## config.mk

```make
export PLATFORM = sky130hd
export DESIGN_NAME = exc_flush_ctrl_flat
export DESIGN_NICKNAME = d
export VERILOG_FILES = /design/src/rtl/exc_flush_ctrl_if.sv /design/src/rtl/exc_flush_ctrl.sv /design/src/flat_wrapper.sv
export SDC_FILE = /design/constraint.sdc
export NUM_CORES = 1
export LEC_CHECK = 0
export ABC_AREA = 1
export BUFFER_PORTS_ARGS = -buffer_cell sky130_fd_sc_hd__buf_2
export CORE_ASPECT_RATIO = 0.5
export CORE_MARGIN = 3
export CORE_UTILIZATION = 44
export CTS_CLUSTER_DIAMETER = 50
export DETAILED_ROUTE_END_ITERATION = 8
export HOLD_SLACK_MARGIN = 0.15
export PLACE_DENSITY = 0.83
export SLEW_MARGIN = 20
export SYNTH_ARGS = -nofsm -noshare
export SYNTH_HDL_FRONTEND = slang
export SYNTH_SLANG_ARGS = --single-unit
```

## constraint.sdc

```tcl
create_clock -name clk -period 1.7 [get_ports clk]
set_input_delay 0.17 -clock clk [delete_from_list [all_inputs] [get_ports clk]]
set_output_delay 0.17 -clock clk [all_outputs]
set_load 0.01 [all_outputs]
```

## src/rtl/exc_flush_ctrl_if.sv

```systemverilog
// Bundle between the exception sequencer, the MEM stage, CP0 and fetch.
// The slave modport is the sequencer's view; master is the surrounding pipeline.
interface exc_flush_ctrl_if;
  // MEM-stage retiring instruction
  logic        mem_valid_i;
  logic        mem_stall_i;
  logic [31:0] mem_pc_i;
  logic        mem_delayslot_i;
  logic [7:0]  mem_exc_i;
  logic [31:0] mem_badvaddr_i;
  // CP0 state
  logic [31:0] cp0_status_i;
  logic [31:0] cp0_cause_i;
  logic [31:0] cp0_epc_i;
  // Commit beat to CP0
  logic [31:0] excepttype_o;
  logic [31:0] exc_pc_o;
  logic [31:0] exc_badvaddr_o;
  logic        exc_delayslot_o;
  // Pipeline control
  logic        flush_o;
  logic        busy_o;
  // Redirect handshake to fetch
  logic        new_pc_valid_o;
  logic [31:0] new_pc_o;
  logic        new_pc_ready_i;

  modport slave (
    input  mem_valid_i, mem_stall_i, mem_pc_i, mem_delayslot_i, mem_exc_i, mem_badvaddr_i,
    input  cp0_status_i, cp0_cause_i, cp0_epc_i,
    output excepttype_o, exc_pc_o, exc_badvaddr_o, exc_delayslot_o,
    output flush_o, busy_o,
    output new_pc_valid_o, new_pc_o,
    input  new_pc_ready_i
  );

  modport master (
    output mem_valid_i, mem_stall_i, mem_pc_i, mem_delayslot_i, mem_exc_i, mem_badvaddr_i,
    output cp0_status_i, cp0_cause_i, cp0_epc_i,
    input  excepttype_o, exc_pc_o, exc_badvaddr_o, exc_delayslot_o,
    input  flush_o, busy_o,
    input  new_pc_valid_o, new_pc_o,
    output new_pc_ready_i
  );
endinterface

```

## src/rtl/exc_flush_ctrl.sv

```systemverilog
// Exception/ERET sequencer: samples the retiring MEM instruction and pending
// interrupts, then commits one beat to CP0, flushes, and redirects fetch.
module exc_flush_ctrl #(
  parameter logic [31:0] EXC_VECTOR   = 32'hBFC00380,
  parameter int unsigned FLUSH_CYCLES = 2
) (
  input  logic             clk,
  input  logic             rst,
  exc_flush_ctrl_if.slave  bus
);

  localparam int unsigned CNT_W = (FLUSH_CYCLES > 1) ? $clog2(FLUSH_CYCLES) : 1;
  localparam logic [CNT_W-1:0] CNT_LOAD = CNT_W'(FLUSH_CYCLES - 1);

  localparam logic [31:0] CODE_INT  = 32'h01;
  localparam logic [31:0] CODE_ADEL = 32'h04;
  localparam logic [31:0] CODE_ADES = 32'h05;
  localparam logic [31:0] CODE_SYS  = 32'h08;
  localparam logic [31:0] CODE_BP   = 32'h09;
  localparam logic [31:0] CODE_RI   = 32'h0a;
  localparam logic [31:0] CODE_OV   = 32'h0c;
  localparam logic [31:0] CODE_TR   = 32'h0d;
  localparam logic [31:0] CODE_ERET = 32'h0e;

  // Flag positions inside mem_exc_i = {eret,tr,ov,ri,bp,sys,ades,adel}
  localparam int unsigned B_ADEL = 0;
  localparam int unsigned B_ADES = 1;
  localparam int unsigned B_SYS  = 2;
  localparam int unsigned B_BP   = 3;
  localparam int unsigned B_RI   = 4;
  localparam int unsigned B_OV   = 5;
  localparam int unsigned B_TR   = 6;
  localparam int unsigned B_ERET = 7;

  typedef enum logic [1:0] {
    IDLE,
    COMMIT,
    FLUSH,
    REDIRECT
  } state_t;

  state_t           state_q;
  logic [CNT_W-1:0] cnt_q;
  logic [31:0]      target_q;

  logic             int_pending_c;
  logic             trigger_c;
  logic [31:0]      code_c;
  logic [31:0]      target_c;
  logic             unused_c;

  // Interrupt is pending when enabled, not at exception level, and any unmasked IP bit set
  assign int_pending_c = bus.cp0_status_i[0] & ~bus.cp0_status_i[1] &
                         (|(bus.cp0_cause_i[15:8] & bus.cp0_status_i[15:8]));

  assign trigger_c = bus.mem_valid_i & ~bus.mem_stall_i & (int_pending_c | (|bus.mem_exc_i));

  // Fixed-priority encode of the exception code; interrupt wins over every flag
  always_comb begin
    code_c = 32'h0;
    if (int_pending_c)                code_c = CODE_INT;
    else if (bus.mem_exc_i[B_ADEL])   code_c = CODE_ADEL;
    else if (bus.mem_exc_i[B_RI])     code_c = CODE_RI;
    else if (bus.mem_exc_i[B_OV])     code_c = CODE_OV;
    else if (bus.mem_exc_i[B_TR])     code_c = CODE_TR;
    else if (bus.mem_exc_i[B_SYS])    code_c = CODE_SYS;
    else if (bus.mem_exc_i[B_BP])     code_c = CODE_BP;
    else if (bus.mem_exc_i[B_ADES])   code_c = CODE_ADES;
    else if (bus.mem_exc_i[B_ERET])   code_c = CODE_ERET;
  end

  // ERET returns to the EPC as it stands before this commit updates CP0
  assign target_c = (code_c == CODE_ERET) ? bus.cp0_epc_i : EXC_VECTOR;

  // CP0 register bits this block does not look at
  assign unused_c = ^{bus.cp0_status_i[31:16], bus.cp0_status_i[7:2],
                      bus.cp0_cause_i[31:16], bus.cp0_cause_i[7:0]};

  // Sequencer with registered outputs, updated alongside each state transition
  always_ff @(posedge clk) begin
    if (rst) begin
      state_q             <= IDLE;
      cnt_q               <= '0;
      target_q            <= 32'h0;
      bus.excepttype_o    <= 32'h0;
      bus.exc_pc_o        <= 32'h0;
      bus.exc_badvaddr_o  <= 32'h0;
      bus.exc_delayslot_o <= 1'b0;
      bus.flush_o         <= 1'b0;
      bus.busy_o          <= 1'b0;
      bus.new_pc_valid_o  <= 1'b0;
      bus.new_pc_o        <= 32'h0;
    end else begin
      case (state_q)
        IDLE: begin
          if (trigger_c) begin
            state_q             <= COMMIT;
            target_q            <= target_c;
            bus.excepttype_o    <= code_c;
            bus.exc_pc_o        <= bus.mem_pc_i;
            bus.exc_badvaddr_o  <= bus.mem_badvaddr_i;
            bus.exc_delayslot_o <= bus.mem_delayslot_i;
            bus.flush_o         <= 1'b1;
            bus.busy_o          <= 1'b1;
          end
        end
        COMMIT: begin
          state_q             <= FLUSH;
          cnt_q               <= CNT_LOAD;
          bus.excepttype_o    <= 32'h0;
          bus.exc_pc_o        <= 32'h0;
          bus.exc_badvaddr_o  <= 32'h0;
          bus.exc_delayslot_o <= 1'b0;
        end
        FLUSH: begin
          if (cnt_q == '0) begin
            state_q            <= REDIRECT;
            bus.flush_o        <= 1'b0;
            bus.new_pc_valid_o <= 1'b1;
            bus.new_pc_o       <= target_q;
          end else begin
            cnt_q <= cnt_q - CNT_W'(1);
          end
        end
        REDIRECT: begin
          if (bus.new_pc_ready_i) begin
            state_q            <= IDLE;
            bus.new_pc_valid_o <= 1'b0;
            bus.new_pc_o       <= 32'h0;
            bus.busy_o         <= 1'b0;
          end
        end
        default: state_q <= IDLE;
      endcase
    end
  end

endmodule

```

## src/flat_wrapper.sv

```systemverilog
// flat-port wrapper written by rule: the top's interface ports become plain ports
module exc_flush_ctrl_flat 
#(
  parameter logic [31:0] EXC_VECTOR   = 32'hBFC00380,
  parameter int unsigned FLUSH_CYCLES = 2
)
  (clk, rst, bus_mem_valid_i, bus_mem_stall_i, bus_mem_pc_i, bus_mem_delayslot_i, bus_mem_exc_i, bus_mem_badvaddr_i, bus_cp0_status_i, bus_cp0_cause_i, bus_cp0_epc_i, bus_excepttype_o, bus_exc_pc_o, bus_exc_badvaddr_o, bus_exc_delayslot_o, bus_flush_o, bus_busy_o, bus_new_pc_valid_o, bus_new_pc_o, bus_new_pc_ready_i);
  exc_flush_ctrl_if bus_i ();
  input  logic clk;
  input  logic rst;
  input wire logic [$bits(bus_i.mem_valid_i)-1:0] bus_mem_valid_i;
  input wire logic [$bits(bus_i.mem_stall_i)-1:0] bus_mem_stall_i;
  input wire logic [$bits(bus_i.mem_pc_i)-1:0] bus_mem_pc_i;
  input wire logic [$bits(bus_i.mem_delayslot_i)-1:0] bus_mem_delayslot_i;
  input wire logic [$bits(bus_i.mem_exc_i)-1:0] bus_mem_exc_i;
  input wire logic [$bits(bus_i.mem_badvaddr_i)-1:0] bus_mem_badvaddr_i;
  input wire logic [$bits(bus_i.cp0_status_i)-1:0] bus_cp0_status_i;
  input wire logic [$bits(bus_i.cp0_cause_i)-1:0] bus_cp0_cause_i;
  input wire logic [$bits(bus_i.cp0_epc_i)-1:0] bus_cp0_epc_i;
  output wire logic [$bits(bus_i.excepttype_o)-1:0] bus_excepttype_o;
  output wire logic [$bits(bus_i.exc_pc_o)-1:0] bus_exc_pc_o;
  output wire logic [$bits(bus_i.exc_badvaddr_o)-1:0] bus_exc_badvaddr_o;
  output wire logic [$bits(bus_i.exc_delayslot_o)-1:0] bus_exc_delayslot_o;
  output wire logic [$bits(bus_i.flush_o)-1:0] bus_flush_o;
  output wire logic [$bits(bus_i.busy_o)-1:0] bus_busy_o;
  output wire logic [$bits(bus_i.new_pc_valid_o)-1:0] bus_new_pc_valid_o;
  output wire logic [$bits(bus_i.new_pc_o)-1:0] bus_new_pc_o;
  input wire logic [$bits(bus_i.new_pc_ready_i)-1:0] bus_new_pc_ready_i;
  assign bus_i.mem_valid_i = bus_mem_valid_i;
  assign bus_i.mem_stall_i = bus_mem_stall_i;
  assign bus_i.mem_pc_i = bus_mem_pc_i;
  assign bus_i.mem_delayslot_i = bus_mem_delayslot_i;
  assign bus_i.mem_exc_i = bus_mem_exc_i;
  assign bus_i.mem_badvaddr_i = bus_mem_badvaddr_i;
  assign bus_i.cp0_status_i = bus_cp0_status_i;
  assign bus_i.cp0_cause_i = bus_cp0_cause_i;
  assign bus_i.cp0_epc_i = bus_cp0_epc_i;
  assign bus_excepttype_o = bus_i.excepttype_o;
  assign bus_exc_pc_o = bus_i.exc_pc_o;
  assign bus_exc_badvaddr_o = bus_i.exc_badvaddr_o;
  assign bus_exc_delayslot_o = bus_i.exc_delayslot_o;
  assign bus_flush_o = bus_i.flush_o;
  assign bus_busy_o = bus_i.busy_o;
  assign bus_new_pc_valid_o = bus_i.new_pc_valid_o;
  assign bus_new_pc_o = bus_i.new_pc_o;
  assign bus_i.new_pc_ready_i = bus_new_pc_ready_i;
  exc_flush_ctrl #(.EXC_VECTOR(EXC_VECTOR), .FLUSH_CYCLES(FLUSH_CYCLES)) u_core (.clk(clk), .rst(rst), .bus(bus_i));
endmodule
```

==> results of run 1 <==
[per-layer routing]
metal / global-route usage / share of wire / wire, um
met5: 0 / 0 / 0
met4: 0.121 / 0.038 / 716
met3: 0.0590 / 0.073 / 1380
met2: 0.441 / 0.50 / 9470
met1: 0.270 / 0.39 / 7280
[registers in the layout (all words and copies together), names as in the netlist, 2 cells and up]
register / count
u_core.bus.exc_pc_o: 32
u_core.bus.new_pc_o: 32
u_core.target_q: 32
u_core.bus.excepttype_o: 4
u_core.bus.exc_badvaddr_o: 32
u_core.state_q: 2
[cells in the final DEF (no fill, tap or decap), types with 3 or more instances in the layout]
master,instances
buf_2,230
nand2_1,164
dfxtp_1,137
a21oi_1,127
dlygate4sd3_1,97
nand3_1,71
nor2_1,50
o21ai_0,34
conb_1,28
clkbuf_16,20
inv_1,13
nor3_1,11
buf_12,10
buf_4,8
bufinv_16,5
inv_6,5
buf_6,4
inv_2,3
nand2_2,3
o211ai_1,3
ha_4,3
clkinv_4,3
[layout make-up]
type,count,share of cell area
Timing Repair Buffer,352,0.291
Sequential cell,139,0.324
Clock inverter,14,0.0269
Inverter,16,0.00698
Clock buffer,18,0.0510
Tap cell,165,0.0240
Multi-Input combinational cell,508,0.276
[through the flow]
| step | std cells | area [um^2] | power, mW | hold slack [ns] | setup TNS (ns) |
|---|---|---|---|---|---|
| CTS | 1205 | 8410 | 11.1 | 0.198 | 0 |
| finish | 1212 | 8610 | 11.7 | 0.214 | 0 |
| detailed placement | 1076 | 6760 | 6.72 | 0.398 | -0.0131 |
| floorplan | 743 | 5640 | 5.76 | 0.297 | 0 |
| global route | 1212 | 8610 | 12.2 | 0.244 | -0.349 |
| global placement | 1076 | 6760 | 6.64 | 0.391 | 0 |
[power by group through the flow]
stage | clock network, mW | logic [mW] | registers, mW
final | 4.18 | 3.53 | 3.95
after detailed placement | 0 | 2.76 | 3.96
after floorplan | 0 | 1.70 | 4.07
after CTS | 4.24 | 2.98 | 3.90
after global placement | 0 | 2.69 | 3.94
after global routing | 4.38 | 3.84 | 3.99
[worst min-delay path, stage by stage]
cell	delay (ns)
buf_2	0.07
nor2_1	0.05
nand2_2	0.10
nand2_1	0.06
nand2_1	0.06
a21oi_1	0.05
[cell families after synthesis]
logic type      count (synthesis)  share of synthesized area
simple gates                  308                      0.234
compound gates                168                      0.155
flops                         139                      0.502
buf+inv                        96                     0.0991
fa+ha+maj                       4                    0.00903
other cells                     1                   0.000677
[final timing paths]
kind | from | end | slack (ns) | cells past startpoint
max | u_core.state_q[1] | u_core.bus.exc_badvaddr_o[16] | 0.04 | 8
min | bus_cp0_status_i[1] | u_core.bus.excepttype_o[0] | 0.21 | 6
max reg2reg | u_core.state_q[1] | u_core.bus.exc_badvaddr_o[16] | 0.04 | 8
min reg2reg | u_core.target_q[7] | u_core.bus.new_pc_o[7] | 0.45 | 2
[timing repair]
action,in CTS,in global routing
hold endpoints to repair,97,0
pin swaps,1,2
gates cloned,0,4
setup buffers,0,3
hold buffers,97,0
setup endpoints to repair,16,78
resized for setup,2,18
==> flow_metrics.env, run 1 <==
export IMPL_p_int_mw=7.88
export IMPL_ant_nets=0
export IMPL_routed_wl_um=18800
export IMPL_ys_async_sr_fraction=0
export IMPL_clock_tree_root_cell="clkbuf_16"
export IMPL_clk_latency_ns=0.41
export IMPL_vias_per_cell=5.17
export IMPL_slowest_stage="dfxtp_2"
export IMPL_h_tree_depth=4
export IMPL_fill_cells=860
export IMPL_synth_area_leaders="dfxtp_1 50%, a21oi_1 11%, nand2_1 11%"
export IMPL_hold_viol=0
export IMPL_synthCells=716
export IMPL_arrival_ns=1.98
export IMPL_status="finished, final reports clean"
export IMPL_p_seq_frac=0.339
export IMPL_clockBufferDepth=2
export IMPL_worstSetupStartpointType="register"
export IMPL_drv_cap=0
export IMPL_cts_inserted_buffers=17
export IMPL_p_comb_frac=0.303
export IMPL_grt_overflow=0
export IMPL_maxSlewViolCount=0
export IMPL_timing_final_crit_share=0.975
export IMPL_crit_family="simple AND/OR/NAND/NOR gates"
export IMPL_crit_fanout=19
export IMPL_dpl_worst_slack_ns=-0.0124
export IMPL_gp_congestion=0.904
export IMPL_drt_pass1_iter_count=5
export IMPL_p_leak_nw=3.89
export IMPL_p_sw_mw=3.78
export IMPL_syn_area_per_cell_um2=7.74
export IMPL_placement_io_buffers=231
export IMPL_cp_common_cell="buf_12"
export IMPL_fmax_mhz=603
export IMPL_slowest_delay_ns=0.36
export IMPL_power_density_mw_per_mm2=1360
export IMPL_ys_ff_latch=139
export IMPL_yosysMostFrequentCell="nand2_1"
export IMPL_start_util=0.460
export IMPL_drc=0
export IMPL_via_count=6263
export IMPL_antenna_found_initial=0
export IMPL_cts_tree="done"
export IMPL_ys_types=27
export IMPL_nets=1212
export IMPL_yosys_area_top_type="dfxtp_1"
export IMPL_fin_ws_ns=0.0427
export IMPL_final_core_util=0.714
export IMPL_period_needed_ns=1.66
export IMPL_yosysWarnings=0
export IMPL_critical_path_required_ns=2.02
export IMPL_ir_drop_mv=0.774
export IMPL_grt_pass1_wl_um=27900
export IMPL_register_area_mm2=0.00279
export IMPL_worstSetupPathType="register to register"
export IMPL_hp_class="input pin to register"
export IMPL_die_h_um=85.3
export IMPL_io_pins=306
export IMPL_core_area_mm2=0.0121
export IMPL_dp_hpwl_um=10400
export IMPL_die_x_um=165
export IMPL_setup_viol_count_final=0
export IMPL_syn2layout_area_growth_pct=55.3
export IMPL_critPathBufInv=3
export IMPL_switching_share=0.324
export IMPL_synthTopCellsByCount="166 x nand2_1, 139 x dfxtp_1, 127 x a21oi_1"
export IMPL_synth_edff_count=0
export IMPL_grt_max_degree=104
export IMPL_drive_above_1_share=0.291
export IMPL_seq_area_frac_synth=0.502
export IMPL_ys_flop_type="dfxtp_1"
export IMPL_fp_row_count=28
export IMPL_multi_input_area_mm2=0.00238
export IMPL_grt_pass1_vias=5884
export IMPL_synth_top_area_frac=0.502
export IMPL_grtUsageTotal=0.245
export IMPL_worstPathCellList="inv_1 > ha_4 > nand3_4 > nor2_4 > buf_12 > buf_12 > nand2_1 > a21oi_1"
export IMPL_endpoint_kind="register"
export IMPL_die_area_mm2=0.0141
export IMPL_clkPwrFrac=0.359
export IMPL_wl_per_cell_um=15.5
export IMPL_diodes=0
export IMPL_clkSlewWorstSetupHoldPaths_ns=0.06
export IMPL_fin_skew_ns=0.00749
export IMPL_syn_area_mm2=0.00554
export IMPL_cts_sinks=139
export IMPL_drtIter0Drc=425
(Power assumes the default switching activity.)
==> run 2, diff against run 1 <==
REMOVE_ABC_BUFFERS = 1   (was not set)
==> run 2 against run 1 <==
  * Flip-flop and latch count did not move
  * Hold slack improved by 0.012 ns
  * Register-to-register slack got worse by 0.03 ns
  * Global-route usage rose by 1.0 points
  * Critical path depth did not move
  * Die area did not move
  * Routed wire length rose by 0.23%
  * Non-clock buffer count fell by 4
  * Core utilization fell by 1.7 points
  * Critical path type unchanged
  * Sequential share of layout area rose by 0.76 points
  * Largest cell class unchanged
  * Cell count fell by 0.17%
  * Count of clock-buffer cells in the layout did not move
==> flow_metrics.env, run 2 (synthesized netlist as in run 1, its figures left out) <==
export IMPL_status="finished, final reports clean"
export IMPL_arrival_ns=1.97
export IMPL_critical_path_required_ns=1.98
export IMPL_cts_tree="done"
export IMPL_grt_max_degree=104
export IMPL_h_tree_depth=4
export IMPL_grt_pass1_vias=6024
export IMPL_crit_family="buffers and inverters"
export IMPL_routed_wl_um=18900
export IMPL_core_area_mm2=0.0121
export IMPL_antenna_found_initial=2
export IMPL_drive_above_1_share=0.288
export IMPL_gp_congestion=0.837
export IMPL_cts_sinks=139
export IMPL_wl_per_cell_um=15.6
export IMPL_clkSlewWorstSetupHoldPaths_ns=0.06
export IMPL_hold_ws_ns=0.226
export IMPL_hold_viol=0
export IMPL_p_leak_nw=3.80
export IMPL_clk_latency_ns=0.41
export IMPL_grt_overflow=0
export IMPL_vias_per_cell=5.16
export IMPL_die_area_mm2=0.0141
export IMPL_period_needed_ns=1.69
export IMPL_io_pins=306
export IMPL_ant_nets=0
export IMPL_power_mw=10.8
export IMPL_tightest_slew_ns=0.506
export IMPL_dp_hpwl_um=10300
export IMPL_maxSlewViolCount=0
export IMPL_place_area_mm2=0.00676
export IMPL_fp_row_count=28
export IMPL_worstSetupStartpointType="register"
export IMPL_grt_pass1_wl_um=28800
export IMPL_drv_cap=0
export IMPL_die_h_um=85.3
export IMPL_fin_skew_ns=0.00888
export IMPL_cts_inserted_buffers=17
export IMPL_clock_tree_root_cell="clkbuf_16"
export IMPL_rsz0062_at_grt="true"
export IMPL_worstPathCellList="inv_1 > ha_2 > buf_4 > o211ai_4 > nor2_4 > buf_12 > nand2_1 > a21oi_2"
export IMPL_worstSetupPathType="register to register"
export IMPL_start_util=0.460
export IMPL_drt_pass1_iter_count=5
export IMPL_hp_class="input pin to register"
export IMPL_most_common_layout_cells="230 x buf_2, 164 x nand2_1, 138 x dfxtp_1"
export IMPL_endpoint_kind="register"
export IMPL_design_area_mm2=0.00841
export IMPL_power_density_mw_per_mm2=1280
export IMPL_ir_drop_mv=0.670
export IMPL_slowest_delay_ns=0.37
export IMPL_placement_io_buffers=231
export IMPL_clockBufferDepth=2
export IMPL_drtIter0Drc=527
export IMPL_grtUsageTotal=0.255
export IMPL_final_core_util=0.697
export IMPL_slowest_stage="dfxtp_4"
export IMPL_via_count=6238
export IMPL_crit_fanout=20
export IMPL_critPathBufInv=3
export IMPL_slew_headroom=0.662
export IMPL_timing_final_crit_share=0.994
export IMPL_syn2layout_area_growth_pct=51.7
export IMPL_layout_cells_most_common="buf_2"
export IMPL_fmax_mhz=592
export IMPL_setup_viol_count_final=0
export IMPL_die_x_um=165
export IMPL_fin_tns_setup_ns=0
export IMPL_drc=0
export IMPL_nets=1208
-- run 2: cell types whose count changed in the layout (fill, tap and decap cells not counted), sizes merged --
cell and delta:
bufinv -4, diode +2, clkbuf -3, inv -1
clkinv +4, buf -1, clkinvlp +1
-- run 2: through the flow --
step | instances | setup slack, ns
2_1_floorplan | 663 | -0.834
3_3_place_gp | 1078 | 0.0662
3_5_place_dp | 1078 | -0.0162
4_1_cts | 1207 | 0.00214
5_1_grt | 1210 | -0.0394
6_report | 1210 | 0.00997
-- run 2: worst paths after layout --
check	cells after the start	start	endpoint	slack, ns
worst max-delay path	8	u_core.state_q[0]	u_core.bus.new_pc_o[31]	0.01
worst min-delay path	6	bus_mem_exc_i[0]	u_core.bus.excepttype_o[3]	0.23
worst max register to register	8	u_core.state_q[0]	u_core.bus.new_pc_o[31]	0.01
worst min register to register	2	u_core.target_q[20]	u_core.bus.new_pc_o[20]	0.46
-- run 2: timing repair --
action / in CTS / in global routing
setup buffers: 0 / 1
setup endpoints to repair: 10 / 58
hold endpoints to repair: 97 / 0
gates resized for setup: 2 / 19
hold buffers: 97 / 0
pin swaps: 1 / 1
-- run 2: metal layers --
layer  up-vias  GRT usage  share of wire
met4         0      0.154          0.052
met5         -          0              0
met2       332      0.460           0.51
met3        95     0.0648          0.062
met1      2868      0.268           0.37
li1       2943          -              -
-- run 2: layout make-up --
cell class,instances,area [um^2]
clock buffers,18,439
clock inverters,14,135
multi-input cells,508,2370
fillers,910,3650
flip-flops and latches,139,2790
diodes,2,5.00
repair buffers,348,2410
well taps,165,206
inverters,16,60.1
-- run 2: worst register-to-register path: stages (launching register included) --
cell      delay (ns)
dfxtp_4         0.37
inv_1           0.08
ha_2            0.22
buf_4           0.15
o211ai_4        0.30
nor2_4          0.09
buf_12          0.17
nand2_1         0.11
a21oi_2         0.07
-- run 2: power breakdown --
group / total (mW) / switching, mW / internal, mW
Combinational: 3.25 / 1.93 / 1.32
Sequential: 3.94 / 0.241 / 3.70
Clock: 3.58 / 1.50 / 2.08
==> run 3, diff against run 2 <==
ABC_AREA = 0   (was 1)
CORE_UTILIZATION = 43   (was 44)
PLACE_DENSITY = 0.84   (was 0.83)
==> run 3 against run 2 <==
  * Critical endpoint is now u_core.bus.exc_pc_o[3]
  * First-iteration DRC count is 13% lower
  * The flow now finishes with violations (negative setup slack)
  * Hold slack worse by 0.048 ns
  * Flip-flop and latch count stayed put
  * Final area is 3.2% lower
  * Clock skew is 0.0018 ns higher
  * Clock power is 5% higher
  * Worst setup slack worse by 0.11 ns
  * Sequential power is 3% lower
  * Combinational power is 13% lower
  * Maximum frequency is 6.2% lower
  * Cell count is 20% lower
  * Synthesized area is 11% lower
==> flow_metrics.env, run 3 <==
export IMPL_seq_area_frac_synth=0.564
export IMPL_reg2reg_from="u_core.state_q[1]"
export IMPL_syn_area_per_cell_um2=10.7
export IMPL_clk_latency_ns=0.40
export IMPL_fp_row_count=26
export IMPL_cts_inserted_buffers=17
export IMPL_most_common_layout_cells="231 x buf_2, 137 x dfxtp_1, 98 x dlygate4sd3_1"
export IMPL_core_area_mm2=0.0107
export IMPL_rsz0062_at_grt="true"
export IMPL_drive_above_1_share=0.383
export IMPL_final_core_util=0.763
export IMPL_clkSlewWorstSetupHoldPaths_ns=0.06
export IMPL_timing_final_crit_share=1.06
export IMPL_h_tree_depth=4
export IMPL_maxSlewViolCount=0
export IMPL_fin_skew_ns=0.0106
export IMPL_slowest_delay_ns=0.35
export IMPL_yosysWarnings=0
export IMPL_nets=994
export IMPL_die_h_um=81.8
export IMPL_grtUsageTotal=0.247
export IMPL_power_density_mw_per_mm2=1280
export IMPL_antenna_found_initial=1
export IMPL_dpl_worst_slack_ns=-0.309
export IMPL_synth_edff_count=0
export IMPL_worstSetupPathType="register to register"
export IMPL_ys_types=37
export IMPL_yosys_area_top_type="dfxtp_1"
export IMPL_fmax_mhz=555
export IMPL_ant_nets=0
export IMPL_clock_tree_root_cell="clkbuf_16"
export IMPL_reg2regPathDepth=9
export IMPL_cts_sinks=139
export IMPL_ys_ff_latch=139
export IMPL_placement_io_buffers=231
export IMPL_via_count=5260
export IMPL_critical_path_required_ns=2.04
export IMPL_die_area_mm2=0.0129
export IMPL_path_depth=9
export IMPL_syn2layout_area_growth_pct=64.9
export IMPL_vias_per_cell=5.43
export IMPL_p_leak_nw=3.85
export IMPL_synth_area_leaders="dfxtp_1 56%, a22o_1 16%, a22oi_1 4.9%"
export IMPL_setup_viol_count_final=71
export IMPL_layout_cells_most_common="buf_2"
export IMPL_hp_class="input pin to register"
export IMPL_arrival_ns=2.15
export IMPL_reg2reg_to="u_core.bus.exc_pc_o[3]"
export IMPL_drt_pass1_iter_count=5
export IMPL_cts_tree="done"
export IMPL_grt_pass1_vias=5143
export IMPL_drtIter0Drc=461
export IMPL_start_util=0.463
export IMPL_endpoint="u_core.bus.exc_pc_o[3]"
export IMPL_power_mw=10.4
export IMPL_fin_ws_ns=-0.102
export IMPL_fin_tns_setup_ns=-4.14
export IMPL_slowest_stage="dfxtp_2"
export IMPL_grt_overflow=0
export IMPL_clockBufferDepth=2
export IMPL_yosysMostFrequentCell="dfxtp_1"
export IMPL_crit_family="buffers and inverters"
export IMPL_synth_top_area_frac=0.564
export IMPL_grt_pass1_wl_um=25500
export IMPL_io_pins=306
export IMPL_critPathBufInv=4
export IMPL_violations="negative setup slack"
export IMPL_routed_wl_um=18100
export IMPL_drc=0
export IMPL_gp_congestion=0.793
export IMPL_ir_drop_mv=0.739
export IMPL_drv_cap=0
export IMPL_crit_fanout=5
export IMPL_endpoint_kind="register"
export IMPL_status="complete, but fails checks"
export IMPL_wl_per_cell_um=18.7
export IMPL_ys_async_sr_fraction=0
export IMPL_hold_viol=0
export IMPL_synthCells=463
export IMPL_synthTopCellsByCount="139 x dfxtp_1, 91 x a22o_1, 53 x nor2_1"
export IMPL_dp_hpwl_um=9870
export IMPL_die_x_um=158
export IMPL_period_needed_ns=1.80
export IMPL_startpoint="u_core.state_q[1]"
export IMPL_ys_flop_type="dfxtp_1"
export IMPL_worstPathCellList="inv_2 > ha_4 > nand3b_1 > a41oi_2 > buf_4 > a211oi_4 > buf_6 > clkbuf_16 > a22o_1"
export IMPL_worstSetupStartpointType="register"
export IMPL_reg2reg_slack_ns=-0.10
export IMPL_syn_area_mm2=0.00494
export IMPL_grt_max_degree=42
==> run 3: cell families after synthesis <==
group / after synthesis / share of synthesized area
DFF: 139 / 0.564
adders and majority gates: 4 / 0.0101
other: 1 / 0.000760
AOI/OAI and AO/OA: 150 / 0.254
muxes: 1 / 0.00203
and+or+nand+nor: 102 / 0.0940
buffers and inverters: 66 / 0.0755
==> run 3: area by class of cell <==
cell class / instances / area [um^2]
diodes: 1 / 2.50
repair buffers: 368 / 2610
fillers: 664 / 2530
well taps: 140 / 175
inverters: 5 / 18.8
clock buffers: 18 / 429
flip-flops and latches: 139 / 2790
clock inverters: 13 / 168
multi-input cells: 285 / 1950
==> run 3: how the worst min path moves through the flow <==
stage / startpoint / endpoint / slack (ns) / cells past startpoint
after floorplan: rst / u_core.bus.new_pc_o[0] / 0.24 / 1
after global placement: bus_cp0_epc_i[20] / u_core.target_q[20] / 0.38 / 2
after detailed placement: bus_cp0_epc_i[20] / u_core.target_q[20] / 0.39 / 2
after CTS: bus_mem_exc_i[0] / u_core.bus.excepttype_o[1] / 0.16 / 3
after global routing: bus_mem_exc_i[0] / u_core.bus.excepttype_o[1] / 0.18 / 3
final: bus_mem_exc_i[0] / u_core.bus.excepttype_o[1] / 0.18 / 3
==> run 3: report_power, final <==
| group | total, mW | internal (mW) | leakage [nW] | switching, mW |
|---|---|---|---|---|
| Combinational | 2.83 | 1.35 | 2.43 | 1.48 |
| Sequential | 3.83 | 3.62 | 1.13 | 0.218 |
| Clock | 3.75 | 2.32 | 0.287 | 1.43 |
==> run 3: per-layer routing <==
layer | up-vias | track usage | wire, um
li1 | 2370 | - | -
met1 | 2494 | 0.262 | 6700
met2 | 324 | 0.475 | 9370
met3 | 72 | 0.0484 | 1280
met4 | 0 | 0.127 | 742
met5 | - | 0 | 0
==> run 3: timing repair <==
action,CTS,global route
cloned,0,7
resized for setup,1,20
endpoints found under the hold margin,100,0
buffers inserted,1,7
hold buffers,99,0
pin swaps,1,5
setup endpoints to repair,50,124
==> run 3: through the flow <==
| stage | hold slack [ns] | std cells | instance area (um^2) |
|---|---|---|---|
| CTS | 0.156 | 955 | 7920 |
| global route | 0.183 | 969 | 8140 |
| global placement | 0.381 | 824 | 6320 |
| floorplan | 0.242 | 429 | 4680 |
| detailed placement | 0.387 | 824 | 6320 |
| finish | 0.178 | 969 | 8140 |
==> run 3: worst reg2reg max path: stages (launching register included) <==
cell and delay (ns):
dfxtp_2 0.35, inv_2 0.05, ha_4 0.15, nand3b_1 0.13, a41oi_2 0.08, buf_4 0.19, a211oi_4 0.32, buf_6 0.19
clkbuf_16 0.15, a22o_1 0.14
